==> config.mk <==
export PLATFORM = sky130hd
export DESIGN_NAME = race_control
export DESIGN_NICKNAME = d
export VERILOG_FILES = /design/src/rtl/race_pkg.sv /design/src/rtl/tick_gen.sv /design/src/rtl/race_control.sv
export SDC_FILE = /design/constraint.sdc
export NUM_CORES = 1
export LEC_CHECK = 0
export ABC_AREA = 1
export CAP_MARGIN = 20
export CORE_MARGIN = 8
export CORE_UTILIZATION = 35
export DETAILED_ROUTE_END_ITERATION = 16
export PLACE_DENSITY = 0.66
export SLEW_MARGIN = 20
export SYNTH_ARGS = -nofsm -noshare
export SYNTH_HDL_FRONTEND = slang
export SYNTH_HIERARCHICAL = 1
export SYNTH_SLANG_ARGS = --single-unit
==> constraint.sdc <==
create_clock -name Clock -period 5.1 [get_ports Clock]
set_clock_uncertainty 0.1 [all_clocks]
set_input_delay 1.02 -clock Clock [delete_from_list [all_inputs] [get_ports Clock]]
set_output_delay 1.02 -clock Clock [all_outputs]
set_load 0.01 [all_outputs]
==> src/rtl/race_pkg.sv <==
// Shared definitions for the race game controller and its datapath:
// state codes, the default movement-tick period and the command decode.
package race_pkg;

  localparam int unsigned TICKS_PER_MOVE_DEFAULT = 833333;
  localparam int          TICK_WIDTH             = 20;
  localparam logic [15:0] RACE_TIME_MAX          = 16'hFFFF;

  typedef enum logic [3:0] {
    S_RESET     = 4'd0,
    S_DRAW_BG   = 4'd1,
    S_WAIT_GO   = 4'd2,
    S_WAIT_REL  = 4'd3,
    S_START     = 4'd4,
    S_DRAW_CAR  = 4'd5,
    S_WAIT_TICK = 4'd6,
    S_ERASE     = 4'd7,
    S_MOVE      = 4'd8,
    S_EXPLODE   = 4'd9,
    S_OVER      = 4'd10
  } state_t;

  typedef struct packed {
    logic set_reset_signals;
    logic start_race;
    logic draw_background;
    logic draw_car;
    logic draw_over_car;
    logic move;
    logic draw_explosion;
  } cmd_t;

  // Each state drives at most one command, which keeps the commands one-hot.
  function automatic cmd_t decode_cmds(input state_t s);
    cmd_t c;
    c = '0;
    case (s)
      S_RESET:    c.set_reset_signals = 1'b1;
      S_DRAW_BG:  c.draw_background   = 1'b1;
      S_START:    c.start_race        = 1'b1;
      S_DRAW_CAR: c.draw_car          = 1'b1;
      S_ERASE:    c.draw_over_car     = 1'b1;
      S_MOVE:     c.move              = 1'b1;
      S_EXPLODE:  c.draw_explosion    = 1'b1;
      default:    c = '0;
    endcase
    return c;
  endfunction

  // States during which the race clock runs.
  function automatic logic in_race(input state_t s);
    return (s == S_DRAW_CAR) || (s == S_WAIT_TICK) ||
           (s == S_ERASE)    || (s == S_MOVE);
  endfunction

endpackage

==> src/rtl/tick_gen.sv <==
// Free-running movement-tick divider: counts 0..TICKS_PER_MOVE-1 and flags
// the last count of each period.
module tick_gen
  import race_pkg::*;
#(
  parameter int unsigned TICKS_PER_MOVE = TICKS_PER_MOVE_DEFAULT
) (
  input  logic clk,
  input  logic reset,
  output logic tick
);

  localparam logic [TICK_WIDTH-1:0] LAST = TICK_WIDTH'(TICKS_PER_MOVE - 1);

  logic [TICK_WIDTH-1:0] count;

  // NOTE: sequential state uses non-blocking assignments so every register
  // samples the pre-edge values, independent of block ordering.
  always_ff @(posedge clk) begin
    if (reset) begin
      count <= '0;
    end else if (count == LAST) begin
      count <= '0;
    end else begin
      count <= count + 1'b1;
    end
  end

  assign tick = (count == LAST);

endmodule

==> src/rtl/race_control.sv <==
// Moore controller for the race game: sequences background/car drawing,
// movement on ticks, crash and finish handling, and keeps the race time.
module race_control
  import race_pkg::*;
#(
  parameter int unsigned TICKS_PER_MOVE = TICKS_PER_MOVE_DEFAULT
) (
  input  logic        Clock,
  input  logic        Reset,
  input  logic        Go,
  input  logic        KeyActive,
  input  logic        DoneDrawBackground,
  input  logic        DoneDrawCar,
  input  logic        DoneDrawOverCar,
  input  logic        DoneDrawExplosion,
  input  logic        FinishedRace,
  input  logic        HitWall,
  output logic        set_reset_signals,
  output logic        start_race,
  output logic        draw_background,
  output logic        draw_car,
  output logic        draw_over_car,
  output logic        move,
  output logic        draw_explosion,
  output logic        plot,
  output logic        Crashed,
  output logic [15:0] raceTime,
  output logic [3:0]  stateOut
);

  state_t state;
  cmd_t   cmd;
  logic   tick;
  logic   go_prev;
  logic   draw_pending;

  tick_gen #(
    .TICKS_PER_MOVE(TICKS_PER_MOVE)
  ) u_tick_gen (
    .clk  (Clock),
    .reset(Reset),
    .tick (tick)
  );

  always_comb cmd = decode_cmds(state);

  // A draw state still emitting pixels; plot is this, registered, so it lines
  // up with the datapath's registered pixel coordinates and colour.
  // NOTE: give every always_comb output a default first so no path can
  // leave it unassigned and infer a latch.
  always_comb begin
    draw_pending = 1'b0;
    case (state)
      S_DRAW_BG:  draw_pending = !DoneDrawBackground;
      S_DRAW_CAR: draw_pending = !DoneDrawCar;
      S_ERASE:    draw_pending = !DoneDrawOverCar;
      S_EXPLODE:  draw_pending = !DoneDrawExplosion;
      default:    draw_pending = 1'b0;
    endcase
  end

  always_ff @(posedge Clock) begin
    if (Reset) begin
      state    <= S_RESET;
      go_prev  <= 1'b0;
      plot     <= 1'b0;
      Crashed  <= 1'b0;
      raceTime <= '0;
    end else begin
      go_prev <= Go;
      plot    <= draw_pending;

      if (tick && in_race(state) && (raceTime != RACE_TIME_MAX)) begin
        raceTime <= raceTime + 16'd1;
      end

      case (state)
        S_RESET: begin
          state    <= S_DRAW_BG;
          raceTime <= '0;
          Crashed  <= 1'b0;
        end
        S_DRAW_BG:  if (DoneDrawBackground) state <= S_WAIT_GO;
        S_WAIT_GO:  if (Go) state <= S_WAIT_REL;
        S_WAIT_REL: if (!Go) state <= S_START;
        S_START:    state <= S_DRAW_CAR;
        S_DRAW_CAR: begin
          // A wall hit wins over a normal move when both arrive together.
          if (DoneDrawCar) begin
            if (HitWall) begin
              state   <= S_EXPLODE;
              Crashed <= 1'b1;
            end else begin
              state <= S_WAIT_TICK;
            end
          end
        end
        S_WAIT_TICK: begin
          if (tick) begin
            if (FinishedRace)   state <= S_OVER;
            else if (KeyActive) state <= S_ERASE;
          end
        end
        S_ERASE: if (DoneDrawOverCar) state <= S_MOVE;
        S_MOVE:  state <= S_DRAW_CAR;
        S_EXPLODE: begin
          Crashed <= 1'b1;
          if (DoneDrawExplosion) state <= S_OVER;
        end
        S_OVER: begin
          // Restart only on a fresh press, not on a key still held.
          if (Go && !go_prev) begin
            state   <= S_RESET;
            Crashed <= 1'b0;
          end
        end
        default: state <= S_RESET;
      endcase
    end
  end

  assign set_reset_signals = cmd.set_reset_signals;
  assign start_race        = cmd.start_race;
  assign draw_background   = cmd.draw_background;
  assign draw_car          = cmd.draw_car;
  assign draw_over_car     = cmd.draw_over_car;
  assign move              = cmd.move;
  assign draw_explosion    = cmd.draw_explosion;
  assign stateOut          = state;

endmodule

Yosys cells after proc, flatten, opt, wreduce, memory -nomap -nowiden
Cells that the tools add are included.
{"block": "classes", "add_sub_neg": 2, "n_mul": 0, "div_mod_pow": 0, "magnitude_cmp": 0, "n_eq_ne": 22, "shift": 0, "mux": 24, "bitwise_logic": 0, "reduce_logical": 18}
{"op": "2-to-1 mux 4 bit", "n": 11}
{"op": "case mux 4 bit (10 select lines)", "n": 1}
{"op": "adder 20 x 1 -> 20 bit, second input constant", "n": 1}
{"op": "equality test 20 bit, second input constant", "n": 1}
{"op": "inequality test 2 bit, second input constant", "n": 9}
{"op": "adder 16 x 1 -> 16 bit, second input constant", "n": 1}
{"op": "equality test 4 x 3 -> 1 bit, second input constant", "n": 4}
{"op": "inequality test 16 bit, second input constant", "n": 1}
{"op": "equality test 4 bit, second input constant", "n": 3}
{"op": "2-to-1 mux 1 bit", "n": 10}
{"op": "AND reduction 9 bit", "n": 1}
{"op": "equality test 4 x 2 -> 1 bit, second input constant", "n": 2}
{"op": "case mux 1 bit (4 select lines)", "n": 2}
{"op": "OR reduction 2 bit", "n": 3}
{"op": "logical NOT 1 bit", "n": 5}
{"op": "equality test 4 x 1 -> 1 bit, second input constant", "n": 1}
{"op": "logical NOT 4 bit", "n": 1}
{"op": "AND reduction 4 bit", "n": 1}
{"op": "nonzero test 4 bit", "n": 1}
{"op": "logical AND 1 bit", "n": 3}
{"op": "logical OR 1 bit", "n": 3}
{"op": "inequality test 3 bit, second input constant", "n": 1}
{"block": "word_totals", "ff_bits": 43, "latch_bits": 0, "ramBits": 0, "mem_bits_ro": 0, "in_bits": 10, "out_inout_bits": 29, "wordCells": 72, "n_memories": 0}

Depth between registers and ports, before layout
{"block": "logic_depth", "depth_word": 6, "mapped_depth": 12}

By module
Netlist, hierarchy kept.
{"module": "race_control", "instances": 1, "cells_each": 242, "area_each_um2": 1411.4, "seq_area_each_um2": 460.4}
{"module": "tick_gen", "instances": 1, "cells_each": 163, "area_each_um2": 1149.9, "seq_area_each_um2": 400.4}

Worst setup path before layout
OpenSTA, ideal clock, no wires.
{"block": "synth_path", "kind": "reg-to-output", "from": "register state[0], in the netlist stateOut[0]", "to": "output port draw_explosion", "arrival_ps": 889, "required_time_ps": 3980, "slack_ps": 3091, "path_stages_with_launch": 3, "n_path_buf": 0, "path_cell_list": "dfxtp_1 -> nand2_1 -> nor2_1"}
{"block": "synth_between", "elab_chain_len": 2}
{"item": "start, declared", "line_no": "race_control.sv:31", "source": "state_t state;"}
{"item": "start signal, assigned", "line_no": "race_control.sv:64", "source": "state <= S_RESET;"}
{"item": "start signal, assigned", "line_no": "race_control.sv:79", "source": "state <= S_DRAW_BG;"}
{"item": "start signal, assigned", "line_no": "race_control.sv:83", "source": "S_DRAW_BG: if (DoneDrawBackground) state <= S_WAIT_GO;"}
{"item": "equality test 4 bit", "line_no": "race_pkg.sv:37", "source": "case (s)"}
{"item": "2-to-1 mux 1 bit", "line_no": "race_pkg.sv:37"}
{"item": "end, declared", "line_no": "race_control.sv:24", "source": "output logic draw_explosion,"}
Every way passes these cells.

Worst setup path after layout
{"block": "layout_path", "from": "register state[1], in the netlist stateOut[1]", "to": "output port draw_explosion"}
The elaborated chain is that of the path after synthesis.

==> impl_summary.md <==
Logic synthesis
The count of yosys warnings during synthesis is 6. The post-synthesis net count is 418. The area of the mapped netlist is 2561 um2. The distinct cell type count after synthesis is 26.

The flip-flop and latch count after synthesis is 43. Synthesis produced a netlist whose cell count is 405. The sequential fraction of the synthesis area is 33.61%. For this run, the leading register cell type out of synthesis is sky130_fd_sc_hd__dfxtp_1.

The average instance in the mapped netlist occupies 6.324 um2. After synthesis, the share of flip-flops with an asynchronous set or reset is 0%. Yosys mapped a number of flops with a built-in enable equal to 0.

Power and ir drop
The maximum ir drop on the vdd rail is 0.0001546 V. The power density over cell area is 286.9 nW/um2. For this design the static power due to leakage is 0.001122 uW.

Global routing
The first-pass GRT wire length is 10180 um. The initial antenna violation count is 0. Summed over all layers, the global routing overflow is 0. The number of global-route vias before repair is 2331. The total global-route track usage is 12.07%.

The largest net degree at the start of global routing is 26.

Route
The number of vias after detailed routing is 2600. The sum of routed wire length over all layers is 6059 um. For this run, design rule violations remaining after detail routing come to 0.

The pre-antenna-repair detailed-routing pass consisted of 4 iterations. In the final routed layout, each cell accounts on average for 11.10 um. The first routing iteration left 111 violations.

Once detail routing completed, the nets flagged for antenna violations numbered 0. Using the TritonRoute via totals, the vias-per-cell ratio works out to 4.762.

STA
The final hold violation count was 0. Subtracting the final worst setup slack from the clock period gives 2.925 ns. Dividing the final minimum period by the clock period gives 57.35%. The number of failing setup endpoints in the final timing report is 0. For the pin with the worst max-slew slack, the measured transition is 0.6460 ns. The worst path meets setup with 2.175 ns of slack. Hold is met by 0.3762 ns.

The number of pins exceeding their max-slew limit in the final report is 0. The setup TNS is 0 ns. The worst max-slew margin expressed relative to the limit is 56.78%.

For this run, the top clock speed supported by timing is 0.3419 GHz. Setup repair after global routing left no endpoint under its margin.

Placed design
The post-placement setup slack is 2.339 ns. Routability-driven placement finished with a final weighted congestion of 0.9529. Once detailed placement completed, the half-perimeter wirelength came to 4704 um.

The post-detailed-placement cell area is 3018 um2. In this run, placement finished with an instance count of 538. The count of buffers added on input and output ports is 38.

CTS
The sink count of the clock tree is 43. The clock root buffer is sky130_fd_sc_hd__clkbuf_8. Buffers inserted to repair hold after CTS numbered 0.

The H-tree generated during clock tree synthesis spans 2 levels. The number of gates resized after cts is 0. Counting the buffers created by CTS gives 5.

For the worst-skew pair, the clock arrives at the later sink with an insertion delay of 0.30 ns. The clock passes through at most 2 buffers. The buffers inserted during post-CTS setup optimization is 0. Clock-pin slew was measured on the worst setup and hold paths at 0.08 ns.

The clock tree from TritonCTS is done.

Floorplan
The floorplan step defined a die boundary enclosing 10310 um2. The placement row count is 31. The area of the core is 7176 um2. Once the floorplan was initialized, standard cells occupied 35.69% of the core. The count of boundary I/O pins is 39.

The die height is 101.5 um. Measured along the x axis, the die boundary spans 101.5 um.

Critical path
STA classifies the critical path endpoint as an output port. The cell count of the worst reg-to-reg path is 9. The critical path contains buffers and inverters numbering 2 combined. The worst register-to-register path begins at u_tick_gen/count[0]. The reg-to-reg critical path endpoint is raceTime[1]. The critical path is of the flip-flop to output port type.

Data arrives at the worst endpoint at 1.80 ns. In this run the worst path has a maximum fanout of 5. The signal on the critical path passes through inv_1 > nand2_1 > nor2_1 > clkdlybuf4s50_1.

The maximum cell stage delay along the critical path is 0.61 ns. The setup check on the worst reg-to-reg path leaves a slack of 2.63 ns. The category of cells accounting for the largest share of critical-path delay is buffers and inverters.

STA classifies the critical path startpoint as a flip-flop. The required time of the critical path is 3.98 ns. The library cell contributing the largest single delay on the critical path is sky130_fd_sc_hd__clkdlybuf4s50_1.

Cells and area
The number of nets at the end of the flow is 459. The repair_antennas step left the layout with diodes totalling 0. The share of final-layout standard cells stronger than drive strength 1 is 8.501%. Leaving out fill and tap cells, the most frequent cells in the layout are sky130_fd_sc_hd__nand2_1, sky130_fd_sc_hd__nor2_1, sky130_fd_sc_hd__inv_1. The final cell area excluding filler cells is 3103 um2. The most common library cell in the layout ignoring fill and taps is sky130_fd_sc_hd__nand2_1. The area growth from synthesis to layout is 21.15%.

The post-layout instance count excluding filler cells is 546.

Hold path
For hold timing, the worst endpoint is Crashed. In this run the worst hold path is classified as flip-flop to flip-flop. The worst hold path was traced through 2 stages.

The startpoint of the worst hold path is Crashed.

Run status
The run finished with clean final reports.

Job
Across the run, the number of max-cap violations was 0.
[how the worst max path moves through the flow]
stage                      startpoint        endpoint  slack, ns  cells past startpoint
after floorplan           stateOut[0]  draw_explosion       3.09                      2
after global placement          Reset    raceTime[13]       2.43                      4
after detailed placement        Reset     raceTime[6]       2.34                      4
after CTS                 stateOut[1]  draw_explosion       2.13                      4
after global routing      stateOut[1]  draw_explosion       1.98                      4
final                     stateOut[1]  draw_explosion       2.18                      4
[worst register-to-register path, cell delays in order (launching register included)]
cell and delay, ns:
sky130_fd_sc_hd__dfxtp_1 0.35, sky130_fd_sc_hd__inv_1 0.07, sky130_fd_sc_hd__ha_1 0.16, sky130_fd_sc_hd__nand3_1 0.10
sky130_fd_sc_hd__nor4_1 0.54, sky130_fd_sc_hd__nand2_2 0.13, sky130_fd_sc_hd__nor2_4 0.45, sky130_fd_sc_hd__inv_1 0.29
sky130_fd_sc_hd__nor2_1 0.14, sky130_fd_sc_hd__nor2_1 0.05
[metal layers]
layer / routed length [um] / track usage (%)
met4: 53 / 3.436
met2: 2834 / 20.12
met3: 350 / 3.299
met5: 0 / 0
met1: 2820 / 14.78
[synth_stat cells (3+ instances only)]
cell type                 instances  area share (%)
sky130_fd_sc_hd__nand2_1        117              17
sky130_fd_sc_hd__nor2_1          68              10
sky130_fd_sc_hd__inv_1           49             7.2
sky130_fd_sc_hd__dfxtp_1         43              34
sky130_fd_sc_hd__nand3_1         31             6.1
sky130_fd_sc_hd__a21oi_1         23             4.5
sky130_fd_sc_hd__nor2_2          15             3.7
sky130_fd_sc_hd__nand4_1         11             2.7
sky130_fd_sc_hd__nand2_2          7             1.7
sky130_fd_sc_hd__xnor2_1          7             2.4
sky130_fd_sc_hd__o21ai_0          5            0.98
sky130_fd_sc_hd__nor2_4           4             1.8
sky130_fd_sc_hd__nor3_1           4            0.78
sky130_fd_sc_hd__xor2_1           4             1.4
sky130_fd_sc_hd__ha_1             3             1.5
[flip-flops by register name, indices dropped and copies added, names as in the netlist]
signal            flops
Crashed               1
go_prev               1
plot                  1
u_tick_gen/count     20
stateOut              4
raceTime             16
[metrics by stage]
| stage | power [uW] | util [%] |
|---|---|---|
| finish | 890.3 | 43.24 |
| global route | 958.3 | 43.24 |
| CTS | 901.4 | 43.24 |
| detailed placement | 685.4 | 42.06 |
| global placement | 684.7 | 42.06 |
| floorplan | 568.9 | - |
[area by class of cell]
type	count	area [um2]
fillers	748	4073
multi-input cells	308	1465
flip-flops and latches	43	860.8
repair buffers	38	380.4
inverters	50	187.7
well taps	99	123.9
clock buffers	6	72.57
clock inverters	2	12.51
[cell families (layout without fill, tap and decap cells)]
kind of cell | after synthesis | in the layout | synth area share [%]
compound gates | 32 | 32 | 6.497
simple gates | 262 | 262 | 45.48
fa+ha+maj | 3 | 3 | 1.466
flops | 43 | 43 | 33.61
xor+xnor | 11 | 11 | 3.762
buf+inv | 54 | 96 | 9.184
[report_power, final]
| part | internal, uW | leakage (uW) | switching, uW |
|---|---|---|---|
| logic | 123 | 0.000733 | 183 |
| clock network | 95.7 | 0.0000412 | 115 |
| registers | 354 | 0.000348 | 19.0 |
Power figures use the tool's default switching activity.
